<file path="src/rtl/ladybird_csr_arbiter.sv">
// ladybird_csr_arbiter
//   Arbitrates up to 8 requesters onto a single CSR-file port. Only one access
//   is in flight at a time. Each access takes three states: accept (IDLE),
//   drive the CSR port for one cycle (ISSUE), then hold the response until the
//   granted requester takes it (RESP).
//
//   Build option:
//     LADYBIRD_CSR_ARB_FIXED_PRIO_EN  defined   -> the lowest-index valid
//                                                  requester always wins
//                                     undefined -> round-robin starting at
//                                                  rr_ptr, with wrap-around
//
//   Ports:
//     clk, nrst                      clock, async active-low reset
//     i_req_valid / o_req_ready      per-requester handshake (ready is one-hot)
//     i_req_op/addr/data             packed per-requester funct3, CSR address,
//                                    operand
//     o_rsp_valid / i_rsp_ready      per-requester response handshake
//     o_rsp_data                     CSR value before the access (shared)
//     o_csr_valid/op/addr/data       CSR file command port
//     i_csr_data                     combinational CSR read data
//
//   state | meaning
//   IDLE  | waiting for a request; grant and latch in the same cycle
//   ISSUE | CSR port valid for one cycle; read data captured
//   RESP  | response held to the granted requester until accepted

package ladybird_config;
  localparam int XLEN = 32;
endpackage

module ladybird_csr_arbiter
  import ladybird_config::*;
#(
  parameter int N_REQ = 2
) (
  input  logic                    clk,
  input  logic                    nrst,
  input  logic [N_REQ-1:0]        i_req_valid,
  output logic [N_REQ-1:0]        o_req_ready,
  input  logic [3*N_REQ-1:0]      i_req_op,
  input  logic [12*N_REQ-1:0]     i_req_addr,
  input  logic [XLEN*N_REQ-1:0]   i_req_data,
  output logic [N_REQ-1:0]        o_rsp_valid,
  output logic [XLEN-1:0]         o_rsp_data,
  input  logic [N_REQ-1:0]        i_rsp_ready,
  output logic                    o_csr_valid,
  output logic [2:0]              o_csr_op,
  output logic [11:0]             o_csr_addr,
  output logic [XLEN-1:0]         o_csr_data,
  input  logic [XLEN-1:0]         i_csr_data
);

  localparam int GW = (N_REQ > 1) ? $clog2(N_REQ) : 1;

  typedef enum logic [1:0] {
    IDLE  = 2'd0,
    ISSUE = 2'd1,
    RESP  = 2'd2
  } state_t;

  state_t          state, state_nxt;
  logic [GW-1:0]   g_q;
  logic [GW-1:0]   g_sel;
  logic            any_valid;
  logic            accept;
  logic            rsp_done;
  logic [2:0]      sel_op;
  logic [11:0]     sel_addr;
  logic [XLEN-1:0] sel_data;

  assign any_valid = |i_req_valid;

`ifdef LADYBIRD_CSR_ARB_FIXED_PRIO_EN
  // Descending scan so the lowest valid index is the last one written.
  always_comb begin
    g_sel = '0;
    for (int j = N_REQ - 1; j >= 0; j--) begin
      if (i_req_valid[j]) g_sel = GW'(j);
    end
  end
`else
  logic [GW-1:0] rr_ptr;
  logic [GW-1:0] ptr_nxt;
  logic [GW-1:0] g_hi;
  logic [GW-1:0] g_lo;
  logic          found_hi;

  // Round-robin without a rotator: the lowest valid index at or above rr_ptr
  // wins; if there is none the search wraps to the lowest valid index overall.
  always_comb begin
    g_hi     = '0;
    g_lo     = '0;
    found_hi = 1'b0;
    for (int j = N_REQ - 1; j >= 0; j--) begin
      if (i_req_valid[j]) g_lo = GW'(j);
      if (i_req_valid[j] && (GW'(j) >= rr_ptr)) begin
        g_hi     = GW'(j);
        found_hi = 1'b1;
      end
    end
    g_sel = found_hi ? g_hi : g_lo;
  end

  // With a single requester this is always zero.
  assign ptr_nxt = (g_q == GW'(N_REQ - 1)) ? '0 : g_q + 1'b1;

  always_ff @(posedge clk or negedge nrst) begin
    if (!nrst) begin
      rr_ptr <= '0;
    end else if (rsp_done) begin
      rr_ptr <= ptr_nxt;
    end
  end
`endif

  // Select the granted requester's fields using constant slices only.
  always_comb begin
    sel_op   = '0;
    sel_addr = '0;
    sel_data = '0;
    for (int j = 0; j < N_REQ; j++) begin
      if (g_sel == GW'(j)) begin
        sel_op   = i_req_op[3*j +: 3];
        sel_addr = i_req_addr[12*j +: 12];
        sel_data = i_req_data[XLEN*j +: XLEN];
      end
    end
  end

  always_ff @(posedge clk or negedge nrst) begin
    if (!nrst) begin
      state      <= IDLE;
      g_q        <= '0;
      o_csr_op   <= '0;
      o_csr_addr <= '0;
      o_csr_data <= '0;
      o_rsp_data <= '0;
    end else begin
      state <= state_nxt;
      if (accept) begin
        g_q        <= g_sel;
        o_csr_op   <= sel_op;
        o_csr_addr <= sel_addr;
        o_csr_data <= sel_data;
      end
      if (state == ISSUE) begin
        o_rsp_data <= i_csr_data;
      end
    end
  end

  // o_req_ready is also gated by nrst: while reset is held the state is IDLE
  // but requests must not appear to be accepted.
  always_comb begin
    state_nxt   = state;
    accept      = 1'b0;
    rsp_done    = 1'b0;
    o_req_ready = '0;
    o_rsp_valid = '0;
    o_csr_valid = 1'b0;
    case (state)
      IDLE: begin
        if (any_valid) begin
          accept    = 1'b1;
          state_nxt = ISSUE;
          if (nrst) o_req_ready = N_REQ'(1) << g_sel;
        end
      end
      ISSUE: begin
        o_csr_valid = 1'b1;
        state_nxt   = RESP;
      end
      RESP: begin
        o_rsp_valid = N_REQ'(1) << g_q;
        rsp_done    = |(i_rsp_ready & (N_REQ'(1) << g_q));
        if (rsp_done) state_nxt = IDLE;
      end
      default: begin
        state_nxt = IDLE;
      end
    endcase
  end

endmodule
</file>
<file path="config.mk">
export PLATFORM = sky130hd
export DESIGN_NAME = ladybird_csr_arbiter
export DESIGN_NICKNAME = d
export VERILOG_FILES = /design/src/rtl/ladybird_csr_arbiter.sv
export SDC_FILE = /design/constraint.sdc
export NUM_CORES = 1
export LEC_CHECK = 0
export CAP_MARGIN = 5
export CORE_AREA = 5 5 111 113
export CTS_BUF_LIST = sky130_fd_sc_hd__clkbuf_4 sky130_fd_sc_hd__clkbuf_8 sky130_fd_sc_hd__clkbuf_16
export DETAILED_ROUTE_END_ITERATION = 8
export DIE_AREA = 0 0 116 118
export GPL_TIMING_DRIVEN = 0
export PLACE_DENSITY_LB_ADDON = 0.05
export SLEW_MARGIN = 20
export SYNTH_ARGS = -nofsm -noshare
export SYNTH_HDL_FRONTEND = slang
export SYNTH_SLANG_ARGS = --single-unit
</file>
<file path="constraint.sdc">
create_clock -name clk -period 1.28 [get_ports clk]
set_input_delay 0.384 -clock clk [delete_from_list [all_inputs] [get_ports clk]]
set_output_delay 0.384 -clock clk [all_outputs]
set_load 0.01 [all_outputs]
</file>
==> key figures, run 1 <==
Global routing
  • GR Overflow Total: 0
  • First-pass GRT wire length: 22800 microns
  • Vias in the first global route: 4194
  • Pin count of the biggest net entering global routing: 52
  • Initial antenna violation count: 0
  • All-Layer GR Usage: 0.213

Clock tree
  • H-tree levels: 3
  • Clock buffer count from CTS: 9
  • Clock root cell: clkbuf_16
  • Clock Tree Buf Depth: 2
  • CTS sink cnt: 83
  • CTS tree: done
  • Clock transition at path regs: 0.06 ns
  • Worst skew pair latency: 0.34 ns

Detailed routing
  • DR DRC count: 0
  • Total wire length: 15300 microns
  • Avg WL per Cell: 19.4 microns
  • Initial DRC Count: 262
  • Routed Antenna Nets: 0
  • Via count: 4124
  • Post-DR vias/cell: 5.23
  • Pre-antenna DRT Iters: 4

Run status
  • Failing checks: hold timing, setup timing
  • Run status: finished, violations left

STA
  • Post-route minimum period: 1.76 ns
  • Final Worst Setup Slack: -0.485 ns
  • Final setup viols: 87
  • Clock skew: 0.00772 ns
  • Hold slack: -0.0852 ns
  • Fin crit share: 1.38
  • Relative slew slack: 0.608
  • Slew @ Worst Pin: 0.589 ns
  • Final Hold Viols: 50
  • Fmax: 0.567 GHz
  • Slew Limit Fails: 0
  • RSZ-0062 raised after global routing: yes

Synthesis
  • Post-synthesis register bit count: 83
  • Register area share after synthesis: 0.544
  • Synth top area share: 0.544
  • Area leader, netlist: dfrtp_1
  • Largest cells by area after synthesis: dfrtp_1, mux2_2, a31oi_1, a21oi_1, nand3_1
  • Net Count, Synth: 496
  • Synthesized cell area: 3810 sq um
  • Post-synth EDFFs: 0
  • Synth warnings: 0
  • Cells after Synth: 364
  • Async S/R FF share, synth: 1.00
  • Synth Area per Inst: 10.5 sq um
  • Distinct cell type count after synthesis: 25
  • Most used DFF post-synth: dfrtp_1

Critical path
  • Critical Path Source Type: flop
  • CP Capture Type: output pin
  • Critical path required time: 0.90 ns
  • Crit path DAT: 1.38 ns
  • Worst-path fanout max: 3
  • WS Path Type: flop to output pin
  • R2r setup slk: -0.32 ns

Floorplan
  • Core area: 11200 sq um
  • Die height: 118 microns
  • Total die area: 13700 sq um
  • Rows: 39
  • Initial Utilization: 0.340
  • Top Ports: 216
  • Die X: 116 microns

Power and ir drop
  • Gate power share: 0.566
  • Leak: 3.14 nW
  • NetSw: 6.20 mW
  • PwrDens: 2420 nW/um^2
  • Worst VDD drop: 1.17 mV
  • Switching Share: 0.351
  • Clock share of power: 0.164
  • Sequential share of power: 0.270
  • Internal: 11.5 mW

Finish
  • Most frequent cells in the layout: clkdlybuf4s50_1, dfrtp_1, buf_2
  • Layout Nets: 773
  • FF+latch area: 2080 sq um
  • Share of cells above drive strength 1: 0.395
  • Most common cell after layout, fill and taps aside: clkdlybuf4s50_1
  • Multi-input logic area: 1860 sq um
  • Area Overhead vs Synth: 91.1%
  • Layout fillers: 948
  • Finished Layout Cells: 789
  • # diodes: 0
  • Fin util: 0.650

Job
  • Max-Cap Viols: 0

Place
  • Hpwl dp: 10200 microns
  • Post-placement cell count: 723
  • Routability cong.: 0.771
  • Port-buffer cells: 215

Min path
  • Tightest Hold Check Type: input pin to async pin
==> cell usage after synthesis, types with 2 or more instances <==
master / n
nor2_4: 2
buf_4: 7
mux2_1: 3
nor2_1: 3
a21oi_1: 48
mux2_2: 29
inv_2: 2
o21ai_0: 46
nand2b_1: 2
buf_6: 7
o21ai_1: 3
nand3_1: 47
clkbuf_1: 14
buf_2: 9
a31oi_1: 48
inv_1: 2
dfrtp_1: 83
and3_1: 2
==> layer usage <==
metal,wire length [microns],GRT usage,vias up
li1,-,-,1910
met1,6360,0.288,2030
met2,7390,0.329,169
met3,1350,0.0586,15
met4,198,0.0711,0
met5,0,0,-
==> power groups by stage <==
stage               sequential (mW)  clock (mW)  combinational, mW
CTS                            4.70        2.93               8.57
detailed placement             4.77           0               7.49
global placement               4.72           0               7.38
finish                         4.77        2.90               10.0
floorplan                      5.32           0               2.89
global route                   4.93        3.04               10.6
==> stage by stage <==
step | hold WS [ns] | total power [mW] | setup slack [ns] | setup TNS (ns) | instance area, sq um
floorplan | 0.0884 | 8.21 | -0.0175 | -0.0267 | 3840
global placement | 0.468 | 12.1 | -4.03 | -319.85 | 6170
detailed placement | 0.468 | 12.3 | -1.18 | -36.57 | 6190
CTS | -0.0801 | 16.2 | -0.515 | -20.33 | 6800
global route | -0.0657 | 18.6 | -0.539 | -26.60 | 7290
finish | -0.0852 | 17.7 | -0.485 | -21.62 | 7290
==> repair_timing <==
action | CTS | global route
cloned | 9 | 0
endpoints found under the hold margin | 50 | 50
buffers inserted | 25 | 21
endpoints found under the setup margin | 161 | 107
pin swaps | 4 | 5
gates resized for setup | 421 | 82
==> area by class of cell <==
cell class              count  area share
clock buffers              11      0.0338
repair buffers            268       0.344
plain buffers              36      0.0420
multi-input cells         239       0.255
inverters                   4     0.00343
flip-flops and latches     83       0.285
well taps                 143      0.0245
clock inverters             5      0.0117
==> flip-flops by register name, summed over array words and instances, names as in the netlist <==
name / cells
o_csr_data: 32
o_rsp_data: 32
o_csr_addr: 12
o_csr_op: 3
state: 2
g_q: 1
rr_ptr: 1
==> worst max-delay path, stage by stage, from the launching register on <==
cell	delay, ns
dfrtp_1	0.42
nor2_4	0.13
buf_4	0.12
buf_6	0.09
and3_4	0.17
buf_6	0.10
==> worst paths after layout <==
path	end	cells past startpoint	startpoint
max	o_req_ready[1]	5	state[0]
min reg2reg	o_rsp_data[31]	1	o_rsp_data[31]
max reg2reg	o_csr_data[8]	10	state[0]
max in group asynchronous	rr_ptr	2	nrst
min in group clk	o_rsp_data[31]	1	o_rsp_data[31]
min	o_csr_data[0]	1	nrst
==> cell families (layout without fill, tap and decap cells) <==
group | after synthesis | count (layout) | synth area share
compound gates | 147 | 147 | 0.210
buf+inv | 42 | 324 | 0.0649
flops | 83 | 83 | 0.544
mux | 32 | 32 | 0.0945
simple gates | 60 | 60 | 0.0859
Power figures use the tool's default switching activity.
==> run 2, diff against run 1 <==
ABC_AREA = 1   (was default)
CORE_AREA = 5 5 114 116   (was 5 5 111 113)
DIE_AREA = 0 0 119 121   (was 0 0 116 118)
==> key figures, run 2 <==
Floorplan
  • Top Ports: 216
  • Core area: 11800 sq um
  • Total die area: 14400 sq um
  • Die X: 119 microns
  • Rows: 40
  • Die height: 121 microns
  • Initial Utilization: 0.343

Synthesis
  • Commonest cells post-synth: nand2_1, inv_1, nand3_1
  • Async S/R FF share, synth: 1.00
  • Synth Area per Inst: 7.13 sq um
  • Post-synthesis register bit count: 83
  • Register area share after synthesis: 0.513
  • Cells after Synth: 568
  • Largest cells by area after synthesis: dfrtp_1, nand2_1, nand3_1, inv_1, buf_2
  • Net Count, Synth: 700
  • Most used DFF post-synth: dfrtp_1
  • Distinct cell type count after synthesis: 12
  • Most common cell in the netlist: nand2_1
  • Post-synth EDFFs: 0
  • Synth top area share: 0.513
  • Synthesized cell area: 4050 sq um
  • Synth warnings: 0
  • Area leader, netlist: dfrtp_1

Place
  • Post-placement cell count: 931
  • Routability cong.: 0.827
  • DP Worst Slack: -1.25 ns
  • Post-DP Area: 6440 sq um
  • Hpwl dp: 10100 microns
  • Port-buffer cells: 215

Detailed routing
  • Routed Antenna Nets: 0
  • Total wire length: 14400 microns
  • DR DRC count: 0
  • Post-DR vias/cell: 4.48
  • Initial DRC Count: 215
  • Avg WL per Cell: 14.6 microns
  • Via count: 4411
  • Pre-antenna DRT Iters: 4

STA
  • Clock skew: 0.00747 ns
  • Fin crit share: 1.44
  • Slew Limit Fails: 0
  • Final Worst Setup Slack: -0.562 ns
  • Total Neg Setup Slack: -4.12 ns
  • Final setup viols: 52
  • Fmax: 0.543 GHz
  • Hold slack: -0.0624 ns
  • Relative slew slack: 0.656
  • Post-route minimum period: 1.84 ns
  • RSZ-0062 raised after global routing: yes
  • Slew @ Worst Pin: 0.516 ns
  • Final Hold Viols: 37

Clock tree
  • Clock Tree Buf Depth: 2
  • Hold buffer count at cts: 0
  • Clock buffer count from CTS: 9
  • Worst skew pair latency: 0.34 ns
  • CTS tree: done
  • Clock root cell: clkbuf_16
  • Clock transition at path regs: 0.07 ns
  • CTS sink cnt: 83
  • H-tree levels: 3

Critical path
  • Critical path required time: 0.90 ns
  • Crit path DAT: 1.46 ns
  • Worst Path Buf+Inv: 4
  • Crit-path max cell delay: 0.40 ns
  • CP Capture Type: output pin
  • Cell Chain, Critical Path: inv_2 > nand2_4 > nor2_4 > buf_12 > buf_6 > nand2_4 > nor2_4 > buf_6
  • Top cell family by delay on the critical path: flip-flops
  • Critical path origin: state[0]
  • Critical Path Source Type: flop
  • WS Path Type: flop to output pin
  • Worst-path fanout max: 2
  • Slowest cell on crit path: dfrtp_1
  • Launching point of the worst reg2reg path: state[0]

Finish
  • Post-layout instance area: 7420 sq um
  • Finished Layout Cells: 984
  • Fin util: 0.629
  • Share of cells above drive strength 1: 0.311
  • Layout Nets: 964
  • Largest regs: o_csr_data x32, o_rsp_data x32, o_csr_addr x12
  • Area Overhead vs Synth: 83.4%
  • Most frequent cells in the layout: nand2_1, clkdlybuf4s50_1, inv_1
  • # diodes: 0
  • Most common cell after layout, fill and taps aside: nand2_1

Power and ir drop
  • Sequential share of power: 0.286
  • Pwr Total: 16.6 mW
  • PwrDens: 2230 nW/um^2
  • Gate power share: 0.540
  • Internal: 10.2 mW
  • NetSw: 6.44 mW
  • Leak: 4.06 nW
  • Switching Share: 0.388
  • Worst VDD drop: 0.870 mV
  • Clock share of power: 0.174

Global routing
  • All-Layer GR Usage: 0.191
  • Vias in the first global route: 4355
  • Pin count of the biggest net entering global routing: 47
  • First-pass GRT wire length: 22000 microns
  • Initial antenna violation count: 0
  • GR Overflow Total: 0

Job
  • Max-Cap Viols: 0

Run status
  • Failing checks: hold timing, setup timing
  • Run status: finished, violations left

Min path
  • Tightest Hold Check Type: input pin to async pin
-- run 2: layout make-up --
| type | count | area, sq um |
|---|---|---|
| multi-input combinational | 351 | 1860 |
| inverter | 103 | 389 |
| timing repair buffer | 253 | 2290 |
| clock inverter | 6 | 95.1 |
| sequential | 83 | 2080 |
| clock buffer | 10 | 239 |
| tap | 147 | 184 |
| fill | 1089 | 4390 |
| buffer | 31 | 292 |
-- run 2: cells by family after synthesis --
| family | count (synthesis) | share of synthesized area |
|---|---|---|
| flip-flops | 83 | 0.513 |
| AND/OR/NAND/NOR | 348 | 0.353 |
| buffers and inverters | 134 | 0.131 |
| AO/OA/AOI/OAI | 3 | 0.00371 |
-- run 2: power groups by stage --
| stage | Clock (mW) | Sequential, mW | Combinational [mW] |
|---|---|---|---|
| 3_5_place_dp | 0 | 4.67 | 7.33 |
| 3_3_place_gp | 0 | 4.63 | 7.22 |
| 4_1_cts | 2.95 | 4.62 | 7.26 |
| 6_report | 2.89 | 4.74 | 8.96 |
| 5_1_grt | 3.05 | 4.91 | 9.84 |
| 2_1_floorplan | 0 | 5.23 | 2.74 |
-- run 2: final timing paths --
path,slack (ns),to,cells past startpoint
setup / recovery,-0.56,o_req_ready[1],8
hold / removal,-0.06,o_csr_data[11],1
setup reg to reg,-0.06,o_csr_data[3],9
hold reg to reg,0.47,o_csr_addr[6],2
max in group asynchronous,0.78,o_csr_op[2],2
min in group clk,0.47,o_csr_addr[6],2
-- run 2: timing repair --
action	in CTS	in global routing
pin swaps	7	77
buffers inserted	16	16
endpoints found under the setup margin	134	83
endpoints found under the hold margin	0	37
gates resized for setup	400	130
cloned	3	3
-- run 2: worst reg2reg max path: cells and delay by family (launching register included) --
kind,cells,cell delay (ns)
flops,1,0.40
simple gates,4,0.28
buf+inv,5,0.54
-- run 2: routing by layer --
metal	routed length, microns	global-route usage
met2	6980	0.312
met1	6080	0.241
met4	248	0.0673
met5	0	0
met3	1060	0.0555
